===== config.mk =====
export PLATFORM = sky130hd
export DESIGN_NAME = relay_alu_unit
export DESIGN_NICKNAME = d
export VERILOG_FILES = /design/src/rtl/relay_alu_pkg.sv /design/src/rtl/relay_alu_datapath.sv /design/src/rtl/relay_alu_unit.sv
export SDC_FILE = /design/constraint.sdc
export NUM_CORES = 1
export LEC_CHECK = 0
export BUFFER_PORTS_ARGS = -buffer_cell sky130_fd_sc_hd__buf_2
export CORE_UTILIZATION = 58
export DETAILED_ROUTE_END_ITERATION = 10
export PLACE_DENSITY_LB_ADDON = 0.25
export SLEW_MARGIN = 20
export SYNTH_ARGS = -nofsm -noshare
export SYNTH_HDL_FRONTEND = slang
export SYNTH_SLANG_ARGS = --single-unit

===== constraint.sdc =====
create_clock -name clk -period 3.25 [get_ports clk]
set_input_delay 0 -clock clk [delete_from_list [all_inputs] [get_ports clk]]
set_output_delay 0 -clock clk [all_outputs]
set_load 0.02 [all_outputs]

===== src/rtl/relay_alu_pkg.sv =====
// relay_alu_pkg: function codes, FSM states and widths shared by the relay ALU
package relay_alu_pkg;
  localparam int FN_W = 3;
  typedef enum logic [FN_W-1:0] {
    FN_ADD, FN_INC, FN_AND, FN_OR, FN_XOR, FN_NOT, FN_SHL, FN_CLR
  } alu_fn_e;
  typedef enum logic [1:0] {IDLE, SETTLE, DONE} alu_state_e;
endpackage


===== src/rtl/relay_alu_datapath.sv =====
// relay_alu_datapath: combinational eight-function WIDTH-bit ALU core
module relay_alu_datapath
  import relay_alu_pkg::*;
#(
  parameter int WIDTH = 8
) (
  input  alu_fn_e          fn,
  input  logic [WIDTH-1:0] b,
  input  logic [WIDTH-1:0] c,
  output logic [WIDTH-1:0] res,
  output logic             carry
);
  logic [WIDTH:0] sum;
  always_comb begin
    sum = {1'b0, b} + {1'b0, (fn == FN_INC) ? WIDTH'(1) : c};
    res = '0;
    carry = 1'b0;
    case (fn)
      FN_ADD, FN_INC: {carry, res} = sum;
      FN_AND: res = b & c;
      FN_OR: res = b | c;
      FN_XOR: res = b ^ c;
      FN_NOT: res = ~b;
      FN_SHL: {carry, res} = {b[WIDTH-1], b[WIDTH-2:0], b[WIDTH-1]};
      default: ;
    endcase
  end
endmodule


===== src/rtl/relay_alu_unit.sv =====
// relay_alu_unit: handshaked relay ALU with programmable settle delay and registered flags
module relay_alu_unit
  import relay_alu_pkg::*;
#(
  parameter int WIDTH = 8,
  parameter int SETTLE_CYCLES = 4
) (
  input  logic             clk,
  input  logic             reset_n,
  input  logic             start,
  input  logic [FN_W-1:0]  fn,
  input  logic [WIDTH-1:0] b_in,
  input  logic [WIDTH-1:0] c_in,
  output logic             busy,
  output logic             done,
  output logic [WIDTH-1:0] result,
  output logic             carry,
  output logic             zero,
  output logic             sign
);
  localparam int CW = (SETTLE_CYCLES > 1) ? $clog2(SETTLE_CYCLES) : 1;
  alu_state_e state, state_d;
  alu_fn_e fn_q;
  logic [CW-1:0] cnt;
  logic [WIDTH-1:0] b_q, c_q, res_d;
  logic carry_d, accept, last;
  assign busy = state == SETTLE;
  assign done = state == DONE;
  assign accept = start && !busy;
  assign last = busy && cnt == '0;
  always_comb begin
    state_d = busy ? (last ? DONE : SETTLE) : (start ? SETTLE : IDLE);
  end
  always_ff @(posedge clk or negedge reset_n)
    if (!reset_n) state <= IDLE;
    else state <= state_d;
  always_ff @(posedge clk or negedge reset_n)
    if (!reset_n) begin
      fn_q <= FN_ADD;
      b_q <= '0;
      c_q <= '0;
      cnt <= '0;
      result <= '0;
      carry <= 1'b0;
      zero <= 1'b0;
      sign <= 1'b0;
    end else begin
      if (accept) begin
        fn_q <= alu_fn_e'(fn);
        b_q <= b_in;
        c_q <= c_in;
        cnt <= CW'(SETTLE_CYCLES - 1);
      end else if (busy && !last) cnt <= cnt - CW'(1);
      if (last) begin
        result <= res_d;
        carry <= carry_d;
        zero <= res_d == '0;
        sign <= res_d[WIDTH-1];
      end
    end
  relay_alu_datapath #(.WIDTH(WIDTH)) u_dp (
    .fn(fn_q),
    .b(b_q),
    .c(c_q),
    .res(res_d),
    .carry(carry_d)
  );
endmodule


Word-level counts from Yosys, hierarchy flattened:

Index checks and enable logic that the tools add are counted.

* output and inout port bits: 13
* word-level logic and storage cells: 41
* register bits: 34
* bits of input ports: 22

* bitwise gates (word level): 4
* reductions and logical operators: 10
* equality and inequality tests: 8
* multiplexer cells: 8
* $add $sub $neg: 2

Operator list (count)
* 8-bit one-hot mux with 6 select lines: 1
* 8-bit by 8-bit adder with 9-bit output: 1
* 3-bit == test, second input constant: 3
* 8-bit bitwise AND: 1
* 8-bit zero test: 1
* 2-bit two-way mux: 4
* 8-bit two-way mux: 1
* 8-bit NOT: 1
* 8-bit bitwise OR: 1
* 8-bit XOR: 1
* 3-bit by 2-bit == test with 1-bit output, second input constant: 2
* 3-bit by 1-bit == test with 1-bit output, second input constant: 1
* 1-bit logical AND: 3
* 3-bit zero test: 1
* 2-bit by 1-bit == test with 1-bit output, second input constant: 1
* 2-bit == test, second input constant: 1
* 1-bit zero test: 2
* 2-bit zero test: 1
* 1-bit one-hot mux with 2 select lines: 1
* 2-bit nonzero test: 1
* 2-bit OR reduction: 1
* 2-bit by 1-bit subtractor with 2-bit output, second input constant: 1
* 1-bit two-way mux: 1

Logic depth before layout (Yosys ltp):

Gate-level depths: netlist (run 1).

* word-level depth: 6
* mapped depth: 14

Modules after synthesis:

A second synthesis (run 1) with hierarchy kept.

* cells, all modules: 236
* area, all modules: 2369.8 um^2

By module, submodules not included
* relay_alu_unit: times used 1, cells each 84, sequential area each 825.8 um^2, area an instance 1335.0 um^2
* relay_alu_datapath: times used 1, cells each 152, sequential area each 0.0 um^2, area an instance 1034.7 um^2

Worst setup path before layout (run 1):

OpenSTA, ideal clock, no wires.

* kind: reg2reg
* from: register fn_q[2]
* to: register result[6]
* clock period less this slack: 2927 ps
* arrival: 2803 ps
* path slack: 323 ps
* cell stages (with the launch flop): 14
* path through: dfrtp_1 > buf_6 > nor2_2 > and2_0 > clkbuf_1 > or2_2 > ha_1 > inv_1 > fa_1 > nand2b_1 > a21oi_1 > o21ai_0 > o211a_1 > mux2_2

* word-level cells in the longest chain between the ends: 4

RTL lines
* start, declared: line relay_alu_unit.sv:23 `alu_fn_e fn_q;`
* start signal, assigned: line relay_alu_unit.sv:49 `fn_q <= alu_fn_e'(fn);`
* 3-bit by 1-bit == test with 1-bit output: line relay_alu_datapath.sv:15, relay_alu_datapath.sv:18
* 8-bit two-way mux: line relay_alu_datapath.sv:15 `sum = {1'b0, b} + {1'b0, (fn == FN_INC) ? WIDTH'(1) : c};`
* 8-bit by 8-bit adder with 9-bit output: line relay_alu_datapath.sv:15
* 8-bit one-hot mux with 6 select lines (*): line relay_alu_datapath.sv:18 `case (fn)`
* end signal, assigned: line relay_alu_unit.sv:55 `result <= res_d;`
* end, declared: line relay_alu_unit.sv:16 `output logic [WIDTH-1:0] result,`

Mark *: on every way between the ends. The rest lies on a longest branch, timed or not.
A chain may end at the register's enable or synchronous reset.

Worst setup path in the final report (run 1):

* from: register fn_q[1]
* to: register result[6]

Same word-level chain as after synthesis.

==> results of run 1 <==
[worst max path at each step]
stage / start / to / slack (ns) / cells past startpoint
floorplan: fn_q[2]$_DFFE_PN0P_ / result[6]$_DFFE_PN0P_ / 0.32 / 13
global placement: fn_q[1]$_DFFE_PN0P_ / result[6]$_DFFE_PN0P_ / 0.65 / 12
detailed placement: fn_q[1]$_DFFE_PN0P_ / result[6]$_DFFE_PN0P_ / 0.59 / 12
CTS: fn_q[1]$_DFFE_PN0P_ / result[6]$_DFFE_PN0P_ / 0.55 / 12
global route: fn_q[1]$_DFFE_PN0P_ / result[6]$_DFFE_PN0P_ / 0.36 / 12
finish: fn_q[1]$_DFFE_PN0P_ / result[6]$_DFFE_PN0P_ / 0.54 / 12
[registers in the layout, summed over array words and instances, names as in the netlist]
signal  cells
b_q         8
c_q         8
zero        1
cnt         2
fn_q        3
state       2
result      8
carry       1
[power groups by stage]
stage	clock network [mW]	registers, mW	logic [mW]
after floorplan	0	0.844	1.71
after global placement	0	0.799	2.12
after detailed placement	0	0.807	2.18
after CTS	0.303	0.800	2.21
after global routing	0.325	0.832	2.46
final	0.298	0.801	2.22
[routing by layer]
metal / GRT usage [%] / wire length [um] / up-vias
met3: 6.336 / 207 / 7
met5: 0 / 0 / -
met1: 33.72 / 2444 / 897
li1: - / - / 985
met4: 8.511 / 69 / 0
met2: 38.76 / 2328 / 41
[cells by family (layout without fill, tap and decap cells)]
kind of cell | after synthesis | in the layout
and+or+nand+nor | 67 | 67
AOI/OAI and AO/OA | 60 | 60
buffers and inverters | 37 | 93
DFF | 33 | 33
muxes | 27 | 27
adders and majority gates | 26 | 26
[final cells by class]
| class | instances | area (um^2) | share of cell area (%) |
|---|---|---|---|
| flip-flops and latches | 33 | 825.8 | 28.53 |
| inverters | 26 | 97.59 | 3.372 |
| clock buffers | 8 | 80.08 | 2.767 |
| repair buffers | 59 | 407.9 | 14.09 |
| multi-input cells | 180 | 1420 | 49.07 |
| well taps | 50 | 62.56 | 2.162 |
[cells in the final DEF (no fill, tap or decap), types with 4 or more instances in the layout]
| cell | count |
|---|---|
| o21ai_0 | 13 |
| ha_1 | 25 |
| o211ai_1 | 6 |
| mux2i_1 | 6 |
| nor2b_1 | 4 |
| buf_4 | 5 |
| mux2_2 | 21 |
| inv_1 | 24 |
| clkbuf_8 | 5 |
| nand2b_1 | 5 |
| nor2_1 | 23 |
| dfrtp_1 | 33 |
| dlygate4sd3_1 | 20 |
| nand2_1 | 19 |
| a21oi_1 | 10 |
| buf_2 | 34 |
[through the flow]
| stage | utilization (%) | setup WS, ns | total power, mW | hold WS, ns | cells |
|---|---|---|---|---|---|
| CTS | 71.83 | 0.5547 | 3.317 | 0.3425 | 356 |
| detailed placement | 64.88 | 0.5882 | 2.986 | 0.1148 | 328 |
| floorplan | - | 0.3226 | 2.551 | -0.2956 | 250 |
| global route | 71.83 | 0.3569 | 3.618 | 0.3864 | 356 |
| global placement | 64.88 | 0.6535 | 2.921 | 0.09701 | 328 |
| finish | 71.83 | 0.5393 | 3.320 | 0.3134 | 356 |
[critical path, stage by stage, from the launching register on]
cell and delay (ns):
dfrtp_1 0.38, nor2_2 0.12, and2_0 0.14, buf_4 0.16, or2_2 0.11, ha_1 0.16, inv_1 0.06, fa_1 0.37
nand2b_1 0.19, a21oi_1 0.19, o21ai_0 0.16, o211a_1 0.29, mux2_2 0.27
==> flow_metrics.tcl, run 1 <==
set metrics [dict create \
    status "complete, no violations" \
    internal_power_mw 1.757 \
    num_vias 1930 \
    clockPowerShare_pct 9.0 \
    wl_per_cell_um 14.19 \
    slew_viol_final 0 \
    n_antenna_cell 0 \
    p_per_area_mw_per_mm2 1147 \
    ys_ff_latch 33 \
    yosysUniqueCellTypes 57 \
    min_period_ns 2.711 \
    antenna_found_initial 0 \
    firstDrtPassIters 4 \
    grt_pass1_wl_mm 8.155 \
    syn-num-nets 298 \
    synth_compound_area_share_pct 18.28 \
    critPathKind "register to register" \
    htree_levels 2 \
    reg2reg_setup_slack_ns 0.54 \
    via_per_inst 5.421 \
    ys.flop_type "dfrtp_1" \
    clk_pin_slew_worst_paths_ns 0.07 \
    synth_area_leaders "dfrtp_1 34%, ha_1 13%, mux2_2 9.7%, inv_1 3.7%, nor2_1 3.5%" \
    hold_class "input port to asynchronous set/reset pin" \
    yosys.area_share.xor_xnor_pct 0 \
    drive_above_1_share_pct 27.78 \
    r2r_start "fn_q[1]$_DFFE_PN0P_" \
    synth-edff-count 0 \
    synth_top_area_share_pct 33.88 \
    cts-root-buf "clkbuf_8" \
    die-area_mm2 0.004466 \
    gr-total-overflow 0 \
    wl_mm 5.050 \
    synthMuxAreaShare_pct 12.17 \
    yosysWarnings 0 \
    cts-resized-gates 0 \
    async_flop_share_pct 100.0 \
    drcViolationCount 0 \
    fp.dieH_um 66.83 \
    postCtsHoldBufs 20 \
    core_mm2 0.004029 \
    max_freq_mhz 368.9 \
    grt_pass1_vias 1742 \
    postPlaceCellArea_mm2 0.002614 \
    rows 23 \
    cts_setup_buffers 0 \
    worstMarginPinSlew_ns 0.8375 \
    grt_use_total_pct 25.06 \
    synthCells 250 \
    synth_adder_area_share_pct 13.66 \
    power_frac_seq_pct 24.1 \
    area_growth_pct 18.74 \
    fin_tns_setup_ns 0 \
    leakagePower_nw 1.390 \
    skew_ns 0.006323 \
    final_cell_area_mm2 0.002894 \
    synth_area_mm2 0.002437 \
    port_buffers 34 \
    vdd_drop_max_mv 0.6385 \
    cp.arrival_ns 2.89 \
    num-nets-final 353 \
    critPathMaxFanout 8 \
    rsz0062_at_grt "no" \
    reg2reg_depth 12 \
    grt_max_degree 34 \
    io_pins 35 \
    clk_latency_ns 0.29 \
    crit_required_ns 3.43 \
    gp_congestion 0.9479 \
    r2r_end "result[6]$_DFFE_PN0P_" \
    synthTopCellsByCount "33 x dfrtp_1, 25 x ha_1, 24 x inv_1, 23 x nor2_1, 21 x mux2_2" \
    switching_share_pct 47.09 \
    endpoint_kind "register" \
    maxSlewHeadroom_pct 44.03 \
    numCtsBuffers 5 \
    cts_tree "done" \
    nFillCells 307 \
    finalHoldViolCount 0 \
    die_width_um 66.83 \
    maxCapViolations 0 \
    synth_seq_area_share_pct 33.88 \
    post-route-period-util_pct 83.41 \
    pwr-share-comb_pct 66.9 \
    dp_hpwl_mm 3.597 \
    synth_area_leader_cell "dfrtp_1" \
    setup-violations-final 0 \
    ant_nets 0 \
    synthSimpleGateAreaFrac_pct 14.17 \
    initial_core_util_pct 60.50 \
    synth.most_common_cell "dfrtp_1" \
    syn_area_per_cell_um2 9.749 \
    synth_top_family_by_area "compound AO/OA/AOI/OAI gates" \
    start_kind "register" \
    clock_sinks 33 \
    clockBufferDepth 2 \
    drt_iter0_drc 73 \
    p_sw_mw 1.564 \
]
(Power assumes the default switching activity.)
==> run 2, diff against run 1 <==
- CORE_UTILIZATION: 58 -> 52
- clock period: 3.25 -> 2.2 ns (I/O delays scaled with it)
==> run 2 against run 1 <==
Count of clock-buffer cells in the layout down 2. The flow now finishes with violations (DRC, setup timing). Fmax rose by 10%. Critical endpoint unchanged. First-iteration DRC count grew 42%. Clock power grew 51%. Via count grew 9.3%. Hold slack worse by 0.28 ns. Clock skew increased by 0.00080 ns.
==> flow_metrics.tcl, run 2 (synthesized netlist as in run 1, its figures left out) <==
set metrics [dict create \
    hold_class "input port to register" \
    grt_util_met1_pct 32.08 \
    clock_sinks 33 \
    htree_levels 2 \
    num-nets-final 384 \
    cp.arrival_ns 2.63 \
    cts_tree "done" \
    io_pins 35 \
    endpoint_kind "register" \
    p_sw_mw 2.683 \
    area_growth_pct 33.52 \
    fin_tns_setup_ns -1.181 \
    ant_nets 0 \
    power_frac_seq_pct 19.4 \
    numCtsBuffers 5 \
    rsz0062_at_grt "yes" \
    min_period_ns 2.456 \
    use_met2_pct 41.21 \
    multi_input_area_mm2 0.001530 \
    port_buffers 34 \
    drt_iter0_drc 104 \
    die-area_mm2 0.004965 \
    final-seq-area_um2 825.8 \
    layout.cells.non_filler 389 \
    gr-total-overflow 0 \
    start_kind "register" \
    post-route-period-util_pct 111.7 \
    top_usage_layer "met2" \
    setup_ws_ns -0.2563 \
    drive_above_1_share_pct 39.76 \
    antenna_found_initial 0 \
    crit_required_ns 2.38 \
    clk_pin_slew_worst_paths_ns 0.07 \
    finalHoldViolCount 0 \
    gp_congestion 0.9090 \
    setup-violations-final 8 \
    grt_pass1_vias 2011 \
    internal_power_mw 3.320 \
    clockPowerShare_pct 7.5 \
    vdd_drop_max_mv 1.022 \
    leakagePower_nw 1.574 \
    maxCapViolations 0 \
    dp_cells 355 \
    firstDrtPassIters 9 \
    via_per_inst 5.424 \
    num_vias 2110 \
    drcViolationCount 2 \
    pre_cts_slack_ns -0.3074 \
    fp.dieH_um 70.47 \
    critPathMaxFanout 3 \
    gr-usage-met3_pct 4.906 \
    skew_ns 0.007119 \
    clk_latency_ns 0.29 \
    clockBufferDepth 2 \
    n_antenna_cell 0 \
    slew_viol_final 0 \
    maxSlewHeadroom_pct 51.77 \
    rows 24 \
    layout_common_cells "35 x buf_4, 34 x buf_2, 33 x dfrtp_1" \
    core_mm2 0.004444 \
    worstMarginPinSlew_ns 0.7235 \
    failed_checks "DRC, setup timing" \
    dp_hpwl_mm 3.803 \
    wl_per_cell_um 14.26 \
    cts-root-buf "clkbuf_8" \
    top_regs "b_q: 8 flops, c_q: 8 flops, result: 8 flops" \
    nFillCells 339 \
    die_width_um 70.47 \
    status "complete, but fails checks" \
    final_common_cell "buf_4" \
    fin_util_pct 73.23 \
    grt_max_degree 34 \
    pwr-share-comb_pct 73.1 \
    wl_mm 5.548 \
    switching_share_pct 44.69 \
    initial_core_util_pct 54.84 \
    p_per_area_mw_per_mm2 1844 \
    grt_pass1_wl_mm 9.363 \
    max_freq_mhz 407.1 \
    grt_use_total_pct 24.54 \
    critPathKind "register to register" \
]
run 2: path summary, 6_finish.rpt:
kind                                        from                     to  slack [ns]  cells after the start
min in group asynchronous                reset_n  result[1]$_DFFE_PN0P_        0.30                      2
min reg2reg                result[1]$_DFFE_PN0P_  result[1]$_DFFE_PN0P_        0.47                      2
max reg2reg                  fn_q[2]$_DFFE_PN0P_  result[6]$_DFFE_PN0P_       -0.26                     12
max                          fn_q[2]$_DFFE_PN0P_  result[6]$_DFFE_PN0P_       -0.26                     12
min                                        start     state[0]$_DFF_PN0_        0.04                      3
max in group asynchronous                reset_n     b_q[6]$_DFFE_PN0P_        1.43                      2
run 2: per-stage QoR:
stage | hold WS (ns) | power [mW] | cell area (um^2)
6_report | 0.03830 | 6.002 | 3254
3_3_place_gp | 0.09540 | 4.943 | 2861
3_5_place_dp | 0.1128 | 5.062 | 2861
5_1_grt | 0.06046 | 6.487 | 3254
2_1_floorplan | -0.2956 | 3.941 | 2496
4_1_cts | 0.01975 | 5.915 | 3243
run 2: power groups by stage:
stage | registers, mW | clock network (mW) | logic, mW
floorplan | 1.26 | 0 | 2.68
CTS | 1.17 | 0.463 | 4.28
global route | 1.21 | 0.489 | 4.79
finish | 1.16 | 0.450 | 4.39
global placement | 1.16 | 0 | 3.78
detailed placement | 1.18 | 0 | 3.88
run 2: final cells by class:
| type | count | share of cell area [%] |
|---|---|---|
| tap | 52 | 1.999 |
| clock buffer | 6 | 2.230 |
| timing repair buffer | 90 | 20.07 |
| clock inverter | 2 | 0.3076 |
| sequential | 33 | 25.37 |
| multi-input combinational | 180 | 47.02 |
| inverter | 26 | 2.999 |
run 2: metal layers:
layer | up-vias | routed length [um] | share of wire, %
li1 | 1050 | - | -
met1 | 1008 | 2568 | 46
met2 | 47 | 2707 | 49
met3 | 5 | 206 | 3.7
met4 | 0 | 65 | 1.2
met5 | - | 0 | 0
run 2: repair_timing:
action,4_1_cts,5_1_grt
setup endpoints to repair,8,8
hold buffers,20,0
resized for setup,12,2
pin swaps,7,3
hold endpoints to repair,52,0
setup buffers,6,1
run 2: critical path, stage by stage (launching register included):
cell and delay, ns:
dfrtp_1 0.41, nor2_4 0.12, and2_4 0.16, or2_4 0.12, ha_4 0.12, inv_2 0.04
fa_2 0.33, nand2b_4 0.16, buf_12 0.13, a21oi_4 0.14, o21ai_2 0.09, o211a_1 0.24
mux2_2 0.26
==> run 3, diff against run 2 <==
- CORE_UTILIZATION: 52 -> 58
- clock period: 2.2 -> 2.8 ns (I/O delays scaled with it)
==> run 3 against run 2 <==
The run now ends clean. Critical path type unchanged. Combinational power shrank 40%. Fmax shrank 5.7%. Die area shrank 10%. Flip-flop and latch count is the same.
==> flow_metrics.tcl, run 3 (synthesized netlist as in run 1, its figures left out) <==
set metrics [dict create \
    layout_common_cells "34 x buf_2, 33 x dfrtp_1, 25 x ha_1" \
    top_regs "b_q: 8 flops, c_q: 8 flops, result: 8 flops" \
    skew_ns 0.005257 \
    reg2reg_depth 12 \
    cts_setup_buffers 0 \
    maxSlewHeadroom_pct 51.96 \
    drt_iter0_drc 92 \
    rsz0062_at_grt "no" \
    worstSetupEndpoint "zero$_DFFE_PN0P_" \
    firstDrtPassIters 4 \
    clock_sinks 33 \
    fin_util_pct 72.83 \
    final_common_cell "buf_2" \
    grt_pass1_vias 1816 \
    initial_core_util_pct 60.50 \
    crit_required_ns 2.99 \
    max_freq_mhz 384.0 \
    wl_mm 5.102 \
    grt_pass1_wl_mm 8.418 \
    ant_nets 0 \
    vdd_drop_max_mv 0.7620 \
    final-seq-area_um2 825.8 \
    endpoint_kind "register" \
    fp.dieH_um 66.83 \
    maxCapViolations 0 \
    slowest_delay_ns 0.41 \
    crit_path_top_delay_cell "dfrtp_1" \
    nFillCells 322 \
    io_pins 35 \
    r2r_start "fn_q[1]$_DFFE_PN0P_" \
    drcViolationCount 0 \
    fin_total_pwr_mw 3.928 \
    finalHoldViolCount 0 \
    area_growth_pct 20.38 \
    cts-root-buf "clkbuf_8" \
    n_antenna_cell 0 \
    port_buffers 34 \
    setup-violations-final 0 \
    layout.cells.non_filler 356 \
    worstSetupStartpoint "fn_q[1]$_DFFE_PN0P_" \
    clockBufferDepth 2 \
    clk_pin_slew_worst_paths_ns 0.06 \
    drive_above_1_share_pct 29.41 \
    setup_ws_ns 0.1956 \
    leakagePower_nw 1.411 \
    status "complete, no violations" \
    rows 23 \
    multi_input_area_mm2 0.001446 \
    antenna_found_initial 0 \
    gp_congestion 0.9333 \
    num-nets-final 354 \
    numCtsBuffers 5 \
    grt_use_total_pct 25.79 \
    num_vias 1965 \
    r2r_end "zero$_DFFE_PN0P_" \
    gr-total-overflow 0 \
    path_cells "nor2_4, and2_1, or2_2, ha_1, inv_1, fa_1, nand2b_4, a32oi_2, o2111ai_2, nor3b_2, nand4_1, o31ai_2" \
    start_kind "register" \
    min_period_ns 2.604 \
    pre_cts_slack_ns 0.1282 \
    cts_tree "done" \
    post-route-period-util_pct 93.01 \
    hold_class "input port to register" \
    p_per_area_mw_per_mm2 1339 \
    dp_cells 329 \
    grt_max_degree 34 \
    critPathKind "register to register" \
    dp_hpwl_mm 3.581 \
    via_per_inst 5.520 \
    htree_levels 2 \
    die-area_mm2 0.004466 \
    fin_tns_setup_ns 0 \
    critPathMaxFanout 3 \
    cp.arrival_ns 2.79 \
    core_mm2 0.004029 \
    die_width_um 66.83 \
    reg2reg_setup_slack_ns 0.20 \
    clk_latency_ns 0.28 \
    worstMarginPinSlew_ns 0.7205 \
    slew_viol_final 0 \
    wl_per_cell_um 14.33 \
]
## run 3: cell type report
cell class                 instances  area share [%]
multi-input combinational        180           49.30
sequential                        33           28.15
timing repair buffer              60           14.16
inverter                          26           3.326
clock buffer                       7           2.942
tap                               50           2.132
## run 3: how the worst min path moves through the flow
stage          startpoint                 end  slack [ns]  cells after the start
2_1_floorplan     reset_n  b_q[0]$_DFFE_PN0P_       -0.30                      0
3_3_place_gp      reset_n  b_q[7]$_DFFE_PN0P_         0.1                      1
3_5_place_dp      reset_n   carry$_DFFE_PN0P_        0.11                      1
4_1_cts             start  state[0]$_DFF_PN0_        0.04                      3
5_1_grt             start  state[0]$_DFF_PN0_        0.09                      3
6_report            start  state[0]$_DFF_PN0_        0.05                      3
## run 3: worst max-delay path, delay by kind of cell, from the launching register on
kind | cells | cell delay (ns)
adder cells (fa/ha/maj) | 2 | 0.56
flip-flops | 1 | 0.41
AO/OA/AOI/OAI | 3 | 0.59
buffers and inverters | 1 | 0.06
AND/OR/NAND/NOR | 6 | 0.87
## run 3: per-stage QoR
step                      area, um^2  hold WS (ns)
after global placement          2626       0.09583
after CTS                       2913       0.03504
final                           2934       0.05055
after detailed placement        2626        0.1054
after floorplan                 2444       -0.2956
after global routing            2934       0.09274
## run 3: metal layers
metal	track usage, %	vias up	share of wire [%]
met5	0	-	0
met4	7.181	0	1.2
met3	6.507	6	4.4
met2	42.42	50	49
met1	33.19	930	46
li1	-	979	-
## run 3: timing repair
item | 4_1_cts | 5_1_grt
gates resized for setup | 0 | 4
hold buffers | 20 | 0
setup endpoints to repair | 0 | 2
hold endpoints to repair | 52 | 0
## run 3: power breakdown
group	leakage, nW	internal, mW	switching [mW]	total [mW]
registers	0.393	0.716	0.226	0.942
clock network	0.0443	0.195	0.159	0.353
logic	0.974	1.17	1.46	2.63
total	1.41	2.08	1.84	3.93
